--- src/rtl/mac_pkg.sv ---
// Shared definitions for the product accumulator: state encoding,
// fixed product width, default accumulator/counter widths and term limit.
package mac_pkg;

    // Width of the product delivered by the 32x32 multiplier.
    localparam int PROD_WIDTH = 64;

    // Default accumulator width: 8 guard bits above the product.
    localparam int ACC_W_DEF  = 72;

    // Default term-counter width.
    localparam int CNT_W_DEF  = 8;

    // Largest number of terms one result may hold for a given counter width.
    localparam int CNT_MAX_DEF = (1 << CNT_W_DEF) - 1;

    // Accumulator FSM states.
    // ST_ACCUM takes beats (in_ready=1).
    // ST_HOLD presents a finished result (out_valid=1).
    typedef enum logic {
        ST_ACCUM = 1'b0,
        ST_HOLD  = 1'b1
    } mac_state_t;

    // Maximum terms per result for a counter of cnt_w bits.
    function automatic int cnt_max(input int cnt_w);
        return (1 << cnt_w) - 1;
    endfunction

endpackage

--- src/rtl/mac_acc_adder.sv ---
// Combinational W-bit ripple-carry adder with carry out.
// Same bit-serial carry chain as the adder32/adder48 blocks.
module mac_acc_adder #(
    parameter int W = 72
) (
    input  logic [W-1:0] a,
    input  logic [W-1:0] b,
    output logic [W-1:0] sum,
    output logic         carry
);

    // Ripple the carry from bit 0 upward; carry is the bit leaving the MSB.
    always_comb begin
        logic c;
        c     = 1'b0;
        sum   = '0;
        for (int i = 0; i < W; i++) begin
            sum[i] = a[i] ^ b[i] ^ c;
            c      = (a[i] & b[i]) | (c & (a[i] ^ b[i]));
        end
        carry = c;
    end

endmodule

--- src/rtl/vedic_mac_accumulator.sv ---
// Accumulates unsigned multiplier products into a wide running sum and
// hands one result per dot-product to the writeback path.
//
// Handshake: a transfer happens on a rising edge where valid and ready
// are both high. The input side accepts a beat only when in_valid &
// in_ready. The output side retires the result only when out_valid &
// out_ready. While out_valid is high and out_ready is low, every out_*
// value stays stable. A beat offered while the block is not ready stays
// with the upstream stage and is never dropped.
module vedic_mac_accumulator
    import mac_pkg::*;
#(
    parameter int PROD_W = PROD_WIDTH,
    parameter int ACC_W  = ACC_W_DEF,
    parameter int CNT_W  = CNT_W_DEF
) (
    input  logic              clk,
    input  logic              rst,
    input  logic              in_valid,
    output logic              in_ready,
    input  logic [PROD_W-1:0] in_prod,
    input  logic              in_last,
    input  logic              acc_clr,
    output logic              out_valid,
    input  logic              out_ready,
    output logic [ACC_W-1:0]  out_acc,
    output logic [CNT_W-1:0]  out_cnt,
    output logic              out_ovf,
    output logic              out_forced
);

    // A sum closes on its own once it already holds this many terms
    // (before the current beat), so the result never exceeds cnt_max terms.
    localparam logic [CNT_W-1:0] CNT_CLOSE = CNT_W'(cnt_max(CNT_W) - 1);

    mac_state_t        state;
    logic [ACC_W-1:0]  acc;
    logic [CNT_W-1:0]  cnt;
    logic              ovf;

    logic              beat;
    logic              close;
    logic [ACC_W-1:0]  acc_base;
    logic [CNT_W-1:0]  cnt_base;
    logic              ovf_base;
    logic [CNT_W-1:0]  cnt_next;
    logic [ACC_W-1:0]  prod_ext;
    logic [ACC_W-1:0]  acc_sum;
    logic              acc_carry;

    // Both handshake flags come straight from the state register.
    assign in_ready  = (state == ST_ACCUM);
    assign out_valid = (state == ST_HOLD);

    // Products are unsigned, so widen with zeros only.
    assign prod_ext  = ACC_W'(in_prod);

    // Running-sum view for this cycle.
    // A clear on the same cycle as a beat makes that beat the first term.
    always_comb begin
        beat     = in_valid & in_ready;
        acc_base = acc_clr ? '0 : acc;
        cnt_base = acc_clr ? '0 : cnt;
        ovf_base = acc_clr ? 1'b0 : ovf;
        cnt_next = cnt_base + 1'b1;
        close    = beat & (in_last | (cnt_base == CNT_CLOSE));
    end

    mac_acc_adder #(
        .W (ACC_W)
    ) u_adder (
        .a     (acc_base),
        .b     (prod_ext),
        .sum   (acc_sum),
        .carry (acc_carry)
    );

    // FSM, running sum/count/sticky overflow, and the output register bank.
    always_ff @(posedge clk) begin
        if (rst) begin
            state      <= ST_ACCUM;
            acc        <= '0;
            cnt        <= '0;
            ovf        <= 1'b0;
            out_acc    <= '0;
            out_cnt    <= '0;
            out_ovf    <= 1'b0;
            out_forced <= 1'b0;
        end else begin
            case (state)
                ST_ACCUM: begin
                    if (close) begin
                        out_acc    <= acc_sum;
                        out_cnt    <= cnt_next;
                        out_ovf    <= ovf_base | acc_carry;
                        out_forced <= ~in_last;
                        acc        <= '0;
                        cnt        <= '0;
                        ovf        <= 1'b0;
                        state      <= ST_HOLD;
                    end else if (beat) begin
                        acc        <= acc_sum;
                        cnt        <= cnt_next;
                        ovf        <= ovf_base | acc_carry;
                    end else if (acc_clr) begin
                        acc        <= '0;
                        cnt        <= '0;
                        ovf        <= 1'b0;
                    end
                end
                ST_HOLD: begin
                    // The running state is already zero here, so acc_clr has nothing to do.
                    if (out_ready) begin
                        state <= ST_ACCUM;
                    end
                end
                default: begin
                    state <= ST_ACCUM;
                end
            endcase
        end
    end

endmodule

--- config.mk ---
export PLATFORM = sky130hd
export DESIGN_NAME = vedic_mac_accumulator
export DESIGN_NICKNAME = d
export VERILOG_FILES = /design/src/rtl/mac_pkg.sv /design/src/rtl/mac_acc_adder.sv /design/src/rtl/vedic_mac_accumulator.sv
export SDC_FILE = /design/constraint.sdc
export NUM_CORES = 1
export LEC_CHECK = 0
export ABC_CLOCK_PERIOD_IN_PS = 34900
export CORE_ASPECT_RATIO = 1.5
export CORE_MARGIN = 1.5
export CORE_UTILIZATION = 30
export DETAILED_ROUTE_END_ITERATION = 7
export GPL_TIMING_DRIVEN = 0
export MAX_ROUTING_LAYER = met4
export PLACE_DENSITY_LB_ADDON = 0.08
export SLEW_MARGIN = 20
export SYNTH_ARGS = -nofsm -noshare
export SYNTH_HDL_FRONTEND = slang
export SYNTH_SLANG_ARGS = --single-unit
--- constraint.sdc ---
create_clock -name clk -period 34.9 [get_ports clk]
set_input_delay 6.98 -clock clk [delete_from_list [all_inputs] [get_ports clk]]
set_output_delay 6.98 -clock clk [all_outputs]
set_load 0.03 [all_outputs]
After elaboration in Yosys (flattened, before gate mapping)
Index checks and enable logic that the tools add are counted.

Add/sub/neg operators: 1. Equal/unequal tests: 1. Muxes and demuxes: 12. Bitwise gates (word level): 339. Reductions and logical operators: 1.

Operators with widths (number): $mux 72 (3); $and 1x1->1 (137); $xor 1x1->1 (135); $or 1x1->1 (65); $mux 8 (3); $add 8x1->8 const B (1); $eq 8x8->1 const B (1); $mux 1 (5); $not 1->1 (2); $pmux 1 s2 (1); $reduce_and 2->1 (1).

Bits in registers: 164. Output and inout bits: 84.

Logic depth before layout (Yosys ltp)
Depth in word-level cells: 139. Mapped depth: 80. Depth with buffers taken out: 78.

By module
A second synthesis with hierarchy kept.

Cell total of the unflattened synthesis: 1040. Area, all modules: 9472.8 µm².

By module, submodules not included: vedic_mac_accumulator (instances 1, cells an instance 958, area each 8001.4 µm²); mac_acc_adder (instances 1, cells an instance 82, area each 1471.4 µm²).

Worst setup path before layout
No wires, ideal clock.

Kind: input to register. Start point: input port acc_clr. End point: register acc[71]. Library setup time: 131 ps. Arrival time: 32562 ps. Data required time: 34769 ps. Setup slack: 2207 ps. Stages: 79. Cell sequence: buf_2 -> buf_1 -> nor2b_1 -> ha_1 -> fa_1 -> fa_1 -> inv_1 -> fa_1 -> fa_1 -> fa_1 -> fa_1 -> fa_1 -> fa_1 -> fa_1 -> fa_1 -> fa_1 -> fa_1 -> fa_1 -> [43 not listed] -> fa_1 -> fa_1 -> fa_1 -> fa_1 -> fa_1 -> fa_1 -> inv_1 -> fa_1 -> ha_1 -> ha_1 -> ha_1 -> ha_1 -> ha_1 -> ha_1 -> ha_1 -> ha_1 -> mux2i_1 -> o21ai_0.

Cells in the longest elaborated chain, start to end: 138.

Ends and longest elaborated chain: start, declared (RTL line vedic_mac_accumulator.sv:23) `input logic acc_clr,`; $mux 72 *; $and 1x1->1 or $xor 1x1->1 (tied branches) (RTL line mac_acc_adder.sv:19) `c = (a[i] & b[i]) | (c & (a[i] ^ b[i]));`; $and 1x1->1 (RTL line mac_acc_adder.sv:19); $or 1x1->1 (RTL line mac_acc_adder.sv:19); $and 1x1->1 (RTL line mac_acc_adder.sv:19); $or 1x1->1 (RTL line mac_acc_adder.sv:19); $and 1x1->1 (RTL line mac_acc_adder.sv:19); $or 1x1->1 (RTL line mac_acc_adder.sv:19); [117 not listed]; $or 1x1->1 (RTL line mac_acc_adder.sv:19); $and 1x1->1 (RTL line mac_acc_adder.sv:19); $or 1x1->1 (RTL line mac_acc_adder.sv:19); $and 1x1->1 (7 in a row) (RTL line mac_acc_adder.sv:19); $xor 1x1->1 * (RTL line mac_acc_adder.sv:18) `sum[i] = a[i] ^ b[i] ^ c;`; named net acc_sum[71] (RTL line vedic_mac_accumulator.sv:48) `logic [ACC_W-1:0] acc_sum;`; $mux 72 * (RTL line vedic_mac_accumulator.sv:101) `end else if (beat) begin`; $mux 72 * (RTL line vedic_mac_accumulator.sv:92) `if (close) begin`; end signal, assigned (RTL line vedic_mac_accumulator.sv:102) `acc <= acc_sum;`; end, declared (RTL line vedic_mac_accumulator.sv:37) `logic [ACC_W-1:0] acc;`.

Mark *: on every way through the listed nets, which the timed path passes. The rest lies on a longest branch. A chain may end at the register's enable or synchronous reset.

Worst setup path after layout
Ends and elaborated chain as after synthesis.

==> summary.md <==
| Metric | Value |
|---|---|
| P&R area growth vs syn | 29.8% |
| Via Count | 6803 |
| Slowest stage delay, CP | 450 ps |
| Pwr per Cell Area | 44.5 nW/µm² |
| Ys flop type | dfxtp_1 |
| Time the worst path needs with I/O delays and setup | 33870 ps |
| Hold_buf cts | 0 |
| Reg2Reg Capture Point | acc[71] |
| Relative slew slack | 39.5% |
| Via/cell ratio | 4.76 |
| Sink Count | 164 |
| Grt met3 use | 3.17% |
| EDFF count, synth | 0 |
| Gpl congestion | 0.798 |
| Share of the synthesized area in the top cell type | 36.9% |
| Worst slew pin tran | 907 ps |
| Vias in the first global route | 7292 |
| Clk_lat worst skew | 440 ps |
| Yosys cell types | 49 |
| Post-synth top area cell | dfxtp_1 |
| Synth area leaders | dfxtp_1 37%, fa_1 14%, mux2i_1 8.1% |
| Worst Setup SP | acc_clr |
| Final setup viols | 0 |
| Num rows | 77 |
| Routed wire length | 26900 µm |
| Diode count | 0 |
| Fin util | 39.4% |
| Fill count | 3069 |
| Reg clk slew, reported paths | 60 ps |
| Syn nets | 998 |
| Min-Delay Path Class | flop to flop |
| Worst setup EP type | flop |
| Iter 0 DRT Violations | 335 |
| Core area | 29300 µm² |
| Sequential element share of the synthesized area | 36.9% |
| Worst r2r src | acc[0] |
| Chip height | 214 µm |
| Nets | 1167 |
| YS warnings | 0 |
| CTS Buf Count | 17 |
| Hpwl dp | 20500 µm |
| VDD IR-drop max | 0.0315 mV |
| Outcome | finished, final reports clean |
| Critical path arrival | 34170 ps |
| First-pass GRT wire length | 41800 µm |
| Hold Vio Cnt, Final | 0 |
| CTS HTree Levels | 4 |
| Max clock buf depth | 2 |
| Grt peak-use layer | met2 |
| CTS tree | built |
| CTS root buf | clkbuf_16 |
| Clock Skews | 15.0 ps |
| Post-CTS setup buffers | 0 |
| Pwr Total | 0.514 mW |
| Synth Instances | 854 |
| Layout cells sized above 1 | 15.9% |
| Syn avg cell area | 10.4 µm² |
| Initial Util | 30.4% |
| DRC viols | 0 |
| Largest net degree at the start of global routing | 17 |
| Slowest-stage cell, CP | fa_1 |
| Grt met2 use | 35.4% |
| FF-to-FF setup slack | 7610 ps |
| Final Max Tran Viols | 0 |
| Flop and latch count out of synthesis | 164 |
| Initial antenna violation count | 0 |
| Total global-route track usage | 19.0% |
| Critical path peak fanout | 10 |
| Wirelength per Cell | 18.8 µm |
| Crit Path Class | input port to flop |
| GR Overflow Total | 0 |
| Critical Path RT | 35190 ps |
| Final ANT Viol Nets | 0 |
| Die Wd | 144 µm |
| CP startpoint kind | input port |
| Ys async rst share | 0% |
| Leakage | 4.32 nW |
| Fin Setup TNS | 0 ps |
| Max-cap viol count | 0 |
| Post-Synthesis Cell Area | 8890 µm² |
| RSZ-0062 raised after global routing | no |
| Grt met1 use | 20.7% |
| WHS Path Cells | 2 |
| 1st-pass router iterations | 4 |
| HP Start | acc[63] |
| Io pins | 154 |
| Fmax achieved | 29.5 MHz |
| WHS Endpoint | acc[63] |
| Buffers on Ports | 151 |
| R2R depth | 77 |
| Post-route clock period utilization | 97.1% |
| CP most frequent cell | fa_1 |
| Die area | 30700 µm² |
-- critical path, delay by kind of cell --
family	cells	cell delay, ps
compound gates	1	80
fa+ha+maj	72	26260
simple gates	1	140
mux	1	120
buf+inv	4	520
-- through the flow --
step / instance area, µm² / setup slack (ps) / cells / hold WS (ps)
2_1_floorplan: 8890 / 2210 / 854 / 417
3_3_place_gp: 10900 / 308 / 1400 / 427
3_5_place_dp: 10900 / 294 / 1400 / 435
4_1_cts: 11500 / 589 / 1431 / 451
5_1_grt: 11500 / 7.03 / 1430 / 472
6_report: 11500 / 1030 / 1430 / 449
-- registers in the layout, indices dropped and copies added (netlist names) --
signal and flops:
acc 72, cnt 8, out_acc 72, out_cnt 8, out_forced 1, out_ovf 1, out_valid 1, ovf 1
-- how the worst max path moves through the flow --
| stage | to | slack [ps] | cells past startpoint |
|---|---|---|---|
| finish | acc[71] | 1030 | 79 |
| global route | ovf | 7 | 80 |
| CTS | ovf | 590 | 80 |
| detailed placement | ovf | 290 | 80 |
| global placement | ovf | 310 | 80 |
| floorplan | acc[71] | 2210 | 79 |
-- cells in the mapped netlist (2+ instances only) --
cell      instances
a211oi_1         25
clkbuf_1         30
a211oi_2         40
buf_2            22
buf_1             2
buf_4            10
buf_6             3
o21a_1            2
nor3_1            3
inv_2             2
a22o_1           61
ha_1             11
mux2_2            2
nor2b_1          17
nor4_1            2
mux2i_1          72
a21oi_2          40
a22oi_1           2
buf_12            5
nand4_1           2
o211ai_1          5
fa_1             63
nand2b_1          2
a21oi_1          48
dfxtp_1         164
nor2_1            7
nand3_1          18
inv_1            65
nand2_1          79
o21ai_0          31
-- placed cells by master, fill, tap and decap left out, drive strengths merged, types with 3 or more instances in the layout --
master,instances
o21ai,31
nor2,8
clkdlybuf4s50,151
a211oi,65
inv,68
nor3,3
o211ai,5
nand2,79
ha,11
clkinv,5
fa,63
bufinv,4
dfxtp,164
a21oi,88
nand3,18
clkbuf,50
a22o,61
nor2b,18
mux2i,72
buf,42
-- routing by layer --
metal / wire (µm) / part of all wire (%)
met3: 731 / 2.7
met2: 14900 / 55
met1: 11000 / 41
met5: 0 / 0
met4: 290 / 1.1
-- area by class of cell --
| cell class | instances | area [µm²] | area share, % |
|---|---|---|---|
| Tap cell | 395 | 494 | 4.28 |
| Timing Repair Buffer | 151 | 1510 | 13.1 |
| Multi-Input combinational cell | 550 | 4920 | 42.6 |
| Buffer | 72 | 444 | 3.85 |
| Clock inverter | 11 | 176 | 1.53 |
| Inverter | 67 | 251 | 2.18 |
| Clock buffer | 20 | 457 | 3.96 |
| Sequential cell | 164 | 3280 | 28.5 |
-- timing repair --
item,CTS,global route
setup endpoints to repair,0,4
hold endpoints to repair,0,0
resized for setup,0,7
-- cells by family (layout without fill, tap and decap cells) --
group | count (synthesis) | count (layout) | share of synthesized area, %
flops | 164 | 164 | 36.9
mux | 74 | 74 | 8.36
fa+ha+maj | 74 | 74 | 15.7
compound gates | 263 | 263 | 24.0
buf+inv | 140 | 321 | 7.82
simple gates | 137 | 137 | 6.98
xor+xnor | 2 | 2 | 0.197
-- power by group --
| group | switching [mW] | internal, mW |
|---|---|---|
| combinational | 0.0581 | 0.0441 |
| sequential | 0.00685 | 0.198 |
| clock | 0.0829 | 0.124 |
No activity file was read; power rests on OpenSTA's default activity.
